===== src/rtl/pipe_ctrl_pkg.sv =====
// pipe_ctrl_pkg
//   Shared types and constants for the 5-stage core pipeline control unit.
//   ctrl_state_e : control FSM states (RUN, REDIR_PEND)
//   REG_ADDR_W   : register index width
//   X0_IDX       : index of the hard-wired zero register
//   NOP_INSTR    : encoding the IF/ID register loads on a flush (addi x0,x0,0)
package pipe_ctrl_pkg;

  typedef enum logic {
    RUN        = 1'b0,
    REDIR_PEND = 1'b1
  } ctrl_state_e;

  localparam int REG_ADDR_W = 5;
  localparam int X0_IDX     = 0;
  localparam logic [31:0] NOP_INSTR = 32'h0000_0013;

endpackage


===== src/rtl/load_use_detect.sv =====
// load_use_detect
//   Purely combinational load-use hazard detector. Flags when the instruction
//   in ID reads a register that the load currently in EX will write.
//   Ports:
//     id_rs1, id_rs2           ID-stage source register indices
//     id_uses_rs1, id_uses_rs2 ID instruction actually reads rs1 / rs2
//     ex_rd                    EX-stage destination register index
//     ex_mem_read              EX instruction is a load
//     load_use                 hazard present this cycle
module load_use_detect #(
  parameter int REG_ADDR_W = 5
) (
  input  logic [REG_ADDR_W-1:0] id_rs1,
  input  logic [REG_ADDR_W-1:0] id_rs2,
  input  logic                  id_uses_rs1,
  input  logic                  id_uses_rs2,
  input  logic [REG_ADDR_W-1:0] ex_rd,
  input  logic                  ex_mem_read,
  output logic                  load_use
);
  import pipe_ctrl_pkg::*;

  logic rd_nonzero;
  logic rs1_hit;
  logic rs2_hit;

  // A load targeting x0 never produces a value, so it cannot cause a hazard.
  assign rd_nonzero = (ex_rd != REG_ADDR_W'(X0_IDX));
  assign rs1_hit    = id_uses_rs1 && (id_rs1 == ex_rd);
  assign rs2_hit    = id_uses_rs2 && (id_rs2 == ex_rd);
  assign load_use   = ex_mem_read && rd_nonzero && (rs1_hit || rs2_hit);

endmodule


===== src/rtl/pipe_hazard_ctrl.sv =====
// pipe_hazard_ctrl
//   Pipeline control unit for the 5-stage core. Each cycle it drives the PC,
//   IF/ID and ID/EX enables/flushes, resolving (in priority order) data-memory
//   freezes, taken-branch redirects, load-use hazards and fetch wait states.
//   A redirect that cannot be issued because fetch is not ready is held in
//   REDIR_PEND until imem_ready. Stall and redirect-flush counters are kept.
//   Ports:
//     clk, rst                     clock, synchronous active-high reset
//     id_rs1/id_rs2/id_uses_rs*    ID-stage operand usage
//     ex_rd, ex_mem_read           EX-stage load destination
//     ex_branch_taken/_target      EX-resolved redirect
//     imem_ready                   fetch interface accepts/returns this cycle
//     dmem_busy                    data memory stall, freezes the whole pipe
//     pc_write_en, if_id_write_en  register load enables
//     if_id_flush, id_ex_bubble    NOP insertion into IF/ID, ID/EX
//     pc_redirect(_target)         PC mux select and redirect address
//     stall_count, flush_count     performance counters (wrap at 2^CNT_W)
module pipe_hazard_ctrl #(
  parameter int REG_ADDR_W = pipe_ctrl_pkg::REG_ADDR_W,
  parameter int XLEN       = 32,
  parameter int CNT_W      = 32
) (
  input  logic                  clk,
  input  logic                  rst,
  input  logic [REG_ADDR_W-1:0] id_rs1,
  input  logic [REG_ADDR_W-1:0] id_rs2,
  input  logic                  id_uses_rs1,
  input  logic                  id_uses_rs2,
  input  logic [REG_ADDR_W-1:0] ex_rd,
  input  logic                  ex_mem_read,
  input  logic                  ex_branch_taken,
  input  logic [XLEN-1:0]       ex_branch_target,
  input  logic                  imem_ready,
  input  logic                  dmem_busy,
  output logic                  pc_write_en,
  output logic                  if_id_write_en,
  output logic                  if_id_flush,
  output logic                  id_ex_bubble,
  output logic                  pc_redirect,
  output logic [XLEN-1:0]       pc_redirect_target,
  output logic [CNT_W-1:0]      stall_count,
  output logic [CNT_W-1:0]      flush_count
);
  import pipe_ctrl_pkg::*;

  ctrl_state_e       state_reg;
  ctrl_state_e       state_next;
  logic [XLEN-1:0]   pend_target_reg;
  logic [XLEN-1:0]   pend_target_next;
  logic [CNT_W-1:0]  stall_count_reg;
  logic [CNT_W-1:0]  flush_count_reg;
  logic              redirect_flush; // flush caused by a redirect (not a fetch bubble)
  logic              load_use;

  load_use_detect #(
    .REG_ADDR_W (REG_ADDR_W)
  ) u_load_use_detect (
    .id_rs1      (id_rs1),
    .id_rs2      (id_rs2),
    .id_uses_rs1 (id_uses_rs1),
    .id_uses_rs2 (id_uses_rs2),
    .ex_rd       (ex_rd),
    .ex_mem_read (ex_mem_read),
    .load_use    (load_use)
  );

  always_comb begin
    pc_write_en      = 1'b0;
    if_id_write_en   = 1'b0;
    if_id_flush      = 1'b0;
    id_ex_bubble     = 1'b0;
    pc_redirect      = 1'b0;
    redirect_flush   = 1'b0;
    state_next       = state_reg;
    pend_target_next = pend_target_reg;

    if (!rst) begin
      unique case (state_reg)
        RUN: begin
          if (dmem_busy) begin
            // Whole pipe frozen; a taken branch in EX is re-presented later.
          end else if (ex_branch_taken && imem_ready) begin
            pc_redirect    = 1'b1;
            pc_write_en    = 1'b1;
            if_id_write_en = 1'b1;
            if_id_flush    = 1'b1;
            id_ex_bubble   = 1'b1;
            redirect_flush = 1'b1;
          end else if (ex_branch_taken) begin
            // Fetch cannot take the redirect yet: squash now, remember target.
            if_id_flush      = 1'b1;
            id_ex_bubble     = 1'b1;
            redirect_flush   = 1'b1;
            pend_target_next = ex_branch_target;
            state_next       = REDIR_PEND;
          end else if (load_use) begin
            // Single bubble: the load has left EX by the next cycle.
            id_ex_bubble = 1'b1;
          end else if (!imem_ready) begin
            // Fetch wait state: IF/ID takes a NOP, PC holds.
            if_id_write_en = 1'b1;
            if_id_flush    = 1'b1;
          end else begin
            pc_write_en    = 1'b1;
            if_id_write_en = 1'b1;
          end
        end

        REDIR_PEND: begin
          // EX holds a bubble here, so branch and load-use inputs are ignored.
          if (dmem_busy) begin
          end else if (imem_ready) begin
            pc_redirect    = 1'b1;
            pc_write_en    = 1'b1;
            if_id_flush    = 1'b1;
            redirect_flush = 1'b1;
            state_next     = RUN;
          end else begin
            if_id_flush    = 1'b1;
            id_ex_bubble   = 1'b1;
            redirect_flush = 1'b1;
          end
        end

        default: state_next = RUN;
      endcase
    end
  end

  always_comb begin
    if (rst) begin
      pc_redirect_target = '0;
    end else if (state_reg == REDIR_PEND) begin
      pc_redirect_target = pend_target_reg;
    end else begin
      pc_redirect_target = ex_branch_target;
    end
  end

  always_ff @(posedge clk) begin
    if (rst) begin
      state_reg       <= RUN;
      pend_target_reg <= '0;
      stall_count_reg <= '0;
      flush_count_reg <= '0;
    end else begin
      state_reg       <= state_next;
      pend_target_reg <= pend_target_next;
      if (!pc_write_en) begin
        stall_count_reg <= stall_count_reg + CNT_W'(1);
      end
      if (redirect_flush) begin
        flush_count_reg <= flush_count_reg + CNT_W'(1);
      end
    end
  end

  assign stall_count = stall_count_reg;
  assign flush_count = flush_count_reg;

endmodule


===== config.mk =====
export PLATFORM = sky130hd
export DESIGN_NAME = pipe_hazard_ctrl
export DESIGN_NICKNAME = d
export VERILOG_FILES = /design/src/rtl/pipe_ctrl_pkg.sv /design/src/rtl/load_use_detect.sv /design/src/rtl/pipe_hazard_ctrl.sv
export SDC_FILE = /design/constraint.sdc
export NUM_CORES = 1
export LEC_CHECK = 0
export CAP_MARGIN = 20
export CORE_ASPECT_RATIO = 0.6
export CORE_UTILIZATION = 50
export DETAILED_ROUTE_END_ITERATION = 10
export HOLD_SLACK_MARGIN = 0.03
export PLACE_DENSITY_LB_ADDON = 0.1
export SLEW_MARGIN = 40
export SYNTH_ARGS = -nofsm -noshare
export SYNTH_HDL_FRONTEND = slang
export SYNTH_SLANG_ARGS = --single-unit

===== constraint.sdc =====
create_clock -name clk -period 3.6 [get_ports clk]
set_input_delay 0.72 -clock clk [delete_from_list [all_inputs] [get_ports clk]]
set_output_delay 0.72 -clock clk [all_outputs]
set_load 0.05 [all_outputs]

## Word-level counts from Yosys, hierarchy flattened

Index checks and enable logic that the tools add are counted.

| cells by class | value |
|---|---|
| equality and inequality tests | 2 |
| divide/modulo/power cells | 0 |
| $lt $le $gt $ge | 0 |
| multiply operators | 0 |
| bitwise operators | 3 |
| multiplexer cells | 44 |
| add/subtract/negate cells | 2 |
| reduce and logical (&&, ||, !) cells | 8 |
| shift operators | 0 |

Operator list:

| kind | number |
|---|---|
| adder 32 x 1 -> 32 bit, second input constant | 2 |
| two-way mux 32 bit | 2 |
| two-way mux 1 bit | 36 |
| one-hot mux 1 bit (2 select lines) | 6 |
| == test 5 bit | 2 |
| logical AND 1 bit | 5 |
| nonzero test 5 bit | 1 |
| AND reduction 4 bit | 1 |
| inverter 1 bit | 3 |
| logical OR 1 bit | 1 |

| word-level totals | value |
|---|---|
| RAM bits | 0 |
| output and inout port bits | 101 |
| bits of input ports | 55 |
| memories | 0 |
| word-level logic and storage cells | 63 |
| latch bits | 0 |
| memory bits (read-only) | 0 |
| register bits | 97 |

## Depth between registers and ports, before layout

| logic depth | value |
|---|---|
| depth in word-level cells | 10 |
| depth in mapped cells | 8 |
| gate-level depth less buffers | 7 |

## Modules after synthesis

From an unflattened synthesis, not the netlist that was laid out.

| unflattened totals | value |
|---|---|
| cell total of the unflattened synthesis | 619 |
| area, all modules | 4,944.7 um2 |

By module, submodules not included:

| module | cells each | area each (um2) | instances | sequential area each (um2) |
|---|---|---|---|---|
| pipe_hazard_ctrl | 602 | 4,810.9 | 1 | 1,941.9 |
| load_use_detect | 17 | 133.9 | 1 | 0.0 |

## Worst setup path after synthesis

Ideal clock, no wire load.

| timing | value |
|---|---|
| kind | input-to-output |
| start | input port ex_rd[0] |
| end | output port if_id_write_en |
| data arrival time | 2,041 ps |
| cell stages on the path | 5 |
| data required time | 2,880 ps |
| path buffers | 0 |
| path slack | 839 ps |
| cell sequence | or4_1 -> o21ai_1 -> nor2b_1 -> o21ai_0 -> and3_1 |

| on the way | value |
|---|---|
| word-level cells in the longest chain between the ends | 10 |
| elaborated cells on any way between the ends | 14 |
| classes of those cells | eq/ne: 2; mux: 6; reduce/logical: 6 |

Ends and longest elaborated chain:

| what | line | source |
|---|---|---|
| start: declaration | pipe_hazard_ctrl.sv:29 | `input logic [REG_ADDR_W-1:0] ex_rd,` |
| == test 5 bit (on tied branches) | load_use_detect.sv:29, load_use_detect.sv:30 |  |
| logical AND 1 bit (on tied branches) | load_use_detect.sv:29, load_use_detect.sv:30 |  |
| logical OR 1 bit | load_use_detect.sv:31 | `assign load_use = ex_mem_read && rd_nonzero && (rs1_hit \|\| rs2_hit);` |
| logical AND 1 bit (*) | load_use_detect.sv:31 |  |
| two-way mux 1 bit (*) | pipe_hazard_ctrl.sv:96 | `end else if (load_use) begin` |
| two-way mux 1 bit (*) | pipe_hazard_ctrl.sv:89 | `end else if (ex_branch_taken) begin` |
| two-way mux 1 bit (*) | pipe_hazard_ctrl.sv:82 | `end else if (ex_branch_taken && imem_ready) begin` |
| two-way mux 1 bit (*) | pipe_hazard_ctrl.sv:80 | `if (dmem_busy) begin` |
| two-way mux 1 bit (*) | pipe_hazard_ctrl.sv:78 | `unique case (state_reg)` |
| two-way mux 1 bit (*) | pipe_hazard_ctrl.sv:77 | `if (!rst) begin` |
| end: declaration | pipe_hazard_ctrl.sv:36 | `output logic if_id_write_en,` |

Mark *: on every way between the ends. The rest lies on a longest branch, timed or not.

## Worst setup path in the final report

Ends and elaborated chain as after synthesis.

==> qor.yml <==
worst_setup_path:
  cp.required_ns: 2.88
  slowest_stage: "or4_1"
  cp_max_fo: 3
  path_class: "primary input to output port"
  critPathTopFamily: "simple AND/OR/NAND/NOR gates"
  path_depth: 7
  crit_arrival_ns: 2.64
  critPathBufInv: 2
  max_stage_delay_ns: 0.56
  cp_cell_sequence: "clkdlybuf4s50_1 > or4_1 > o21ai_1 > nor2b_1 > o21ai_0 > and3_1 > buf_12"
  rrSetupSlack_ns: 1.36
  start_kind: "primary input"
  r2r_start: "stall_count[11]"
  r2r_cells: 6
  endpoint_kind: "output port"
  rr_endpoint: "stall_count[27]"
floorplan:
  die_x_um: 129
  coreArea_sq_um: 9260
  dieArea_sq_um: 10000
  start_util: 0.520
  rows: 27
  die_y_um: 78.0
  ios: 156
logic_synthesis:
  synthCells: 597
  syn_nets: 654
  yosysUniqueCellTypes: 41
  synth.avg_cell_area_sq_um: 8.07
  seq_area_frac_synth: 0.403
  yosysWarnings: 0
  synth_area_sq_um: 4820
  synth-seq-cells: 97
detailed_routing:
  drt_wl_total_um: 13300
  wl_per_cell_um: 15.2
  drc_errors: 0
  first_pass_iters: 5
  first_iter_violations: 409
  vias: 4844
  antenna_left: 0
  viasPerCell: 5.55
cells_and_area:
  num-nets-final: 794
  stdcell_count: 873
  multiInputGateArea_sq_um: 2700
  fin_util: 0.737
  area_growth_pct: 41.7
  final_common_cell: "clkdlybuf4s50_1"
  final-seq-area_sq_um: 1940
  most-common-layout-cells: "149 x clkdlybuf4s50_1, 99 x nand2_1, 96 x dfxtp_1"
  drive_gt1_frac: 0.0606
  fillers: 705
clock_tree:
  post_cts_buffers: 0
  cts_tree: "done"
  cts_resized: 0
  holdBufCountCts: 0
  clk_latency_ns: 0.34
  htree_levels: 3
  cts_buffer_depth: 2
  cts.sink_count: 97
  cts_buffers: 9
  cts.clk_slew.worst_paths_ns: 0.06
  root_buffer: "clkbuf_16"
min_path:
  hp-start: "pend_target_reg[25]"
  min_to: "pend_target_reg[25]"
  hp-class: "flip-flop to flip-flop"
  hold_depth: 2
grt:
  grt_pass1_vias: 4400
  antenna_found_initial: 1
  grt_max_degree: 62
  grt.overflow.total: 0
  grt_pass1_wl_um: 21100
  grt_usage: 0.267
timing:
  setup_ws_ns: 0.239
  slew-limit-headroom: 0.604
  hold_viol_final: 0
  drv_slew: 0
  rsz0062_at_grt: "false"
  setup_tns_ns: 0
  fin_crit_ns: 3.36
  worstMarginPinSlew_ns: 0.595
  period_share: 0.933
  finClkSkew_ns: 0.00586
  setup_violations: 0
  hold_ws_ns: 0.457
  clock.fmax_mhz: 298
outcome:
  outcome: "completed"
placement:
  dpl.hpwl_um: 9520
  dpl.cell_count: 856
  portBuffers: 155
  globalplace.congestion: 0.852
  post-place-ws_ns: 0.237
power:
  power.density_nw_per_um2: 362
  ir_worst_vdd_v: 0.000293
  p_leak_nw: 2.32
run:
  cap_violations: 0
[cell families (layout without fill, tap and decap cells)]
kind of cell             after synthesis  in the layout  synth area share
AND/OR/NAND/NOR                      281            281             0.291
AO/OA/AOI/OAI                        107            107             0.125
flip-flops                            97             97             0.403
buffers and inverters                 39            184            0.0377
XOR/XNOR                              38             38            0.0691
multiplexers                          33             33            0.0686
adder cells (fa/ha/maj)                2              2           0.00519
other                                  0              1                 0
[where the power goes]
group / leakage, nW / total [mW] / switching (mW) / internal [mW]
Sequential: 0.784 / 1.11 / 0.0193 / 1.09
Clock: 0.149 / 0.978 / 0.402 / 0.577
Combinational: 1.39 / 0.385 / 0.224 / 0.161
[worst reg2reg max path, delay by kind of cell, from the launching register on]
kind / cells / cell delay (ns)
simple gates: 5 / 1.47
flops: 1 / 0.48
compound gates: 1 / 0.21
[final cells by class]
| type | count | area share |
|---|---|---|
| multi-input combinational | 461 | 0.396 |
| sequential | 97 | 0.285 |
| timing repair buffer | 165 | 0.249 |
| clock buffer | 12 | 0.0376 |
| tap | 130 | 0.0238 |
| clock inverter | 4 | 0.00751 |
| inverter | 3 | 0.00165 |
| antenna | 1 | 0.000367 |
[cell usage after synthesis (all sizes together)]
| cell type | number | area, sq um |
|---|---|---|
| nand4b | 1 | 23.8 |
| nor3 | 5 | 25.0 |
| nand3 | 21 | 110 |
| o22ai | 1 | 6.26 |
| mux2i | 33 | 330 |
| nand4 | 17 | 106 |
| o311a | 1 | 10.0 |
| nor2b | 1 | 6.26 |
| nand2b | 2 | 12.5 |
| and4 | 6 | 52.6 |
| and2 | 3 | 18.8 |
| buf | 14 | 87.6 |
| or4 | 18 | 135 |
| nand2 | 100 | 378 |
| inv | 3 | 11.3 |
| a31oi | 1 | 6.26 |
| or3 | 14 | 87.6 |
| a21oi | 64 | 332 |
| or4b | 2 | 20.0 |
| dfxtp | 97 | 1940 |
| ha | 2 | 25.0 |
| o21ai | 21 | 105 |
| and3 | 13 | 86.3 |
| or2 | 3 | 18.8 |
| xor2 | 19 | 166 |
| clkbuf | 22 | 82.6 |
| o31ai | 18 | 135 |
| xnor2 | 19 | 166 |
| nor2 | 72 | 273 |
| nor4 | 3 | 48.8 |
| a221oi | 1 | 8.76 |
[layer usage]
layer  vias up  global-route usage  share of wire
met4         0              0.0776          0.013
met1      2259               0.338           0.45
met3        18              0.0934          0.088
met2       185               0.428           0.45
met5         -                   0              0
li1       2382                   -              -
[stage by stage]
step                      total power, mW  instance area (sq um)
after CTS                            2.49                   6820
final                                2.47                   6830
after global routing                 2.56                   6820
after detailed placement             1.52                   6520
after global placement               1.51                   6520
after floorplan                      1.35                   4820
[worst max path at each step]
stage	from	endpoint	slack (ns)
after floorplan	ex_rd[0]	if_id_write_en	0.84
after global placement	ex_rd[0]	if_id_write_en	0.31
after detailed placement	ex_rd[0]	if_id_write_en	0.24
after CTS	ex_rd[0]	if_id_write_en	0.23
after global routing	ex_rd[0]	if_id_write_en	0.05
final	ex_rd[0]	if_id_write_en	0.24
No activity file was read; power rests on OpenSTA's default activity.
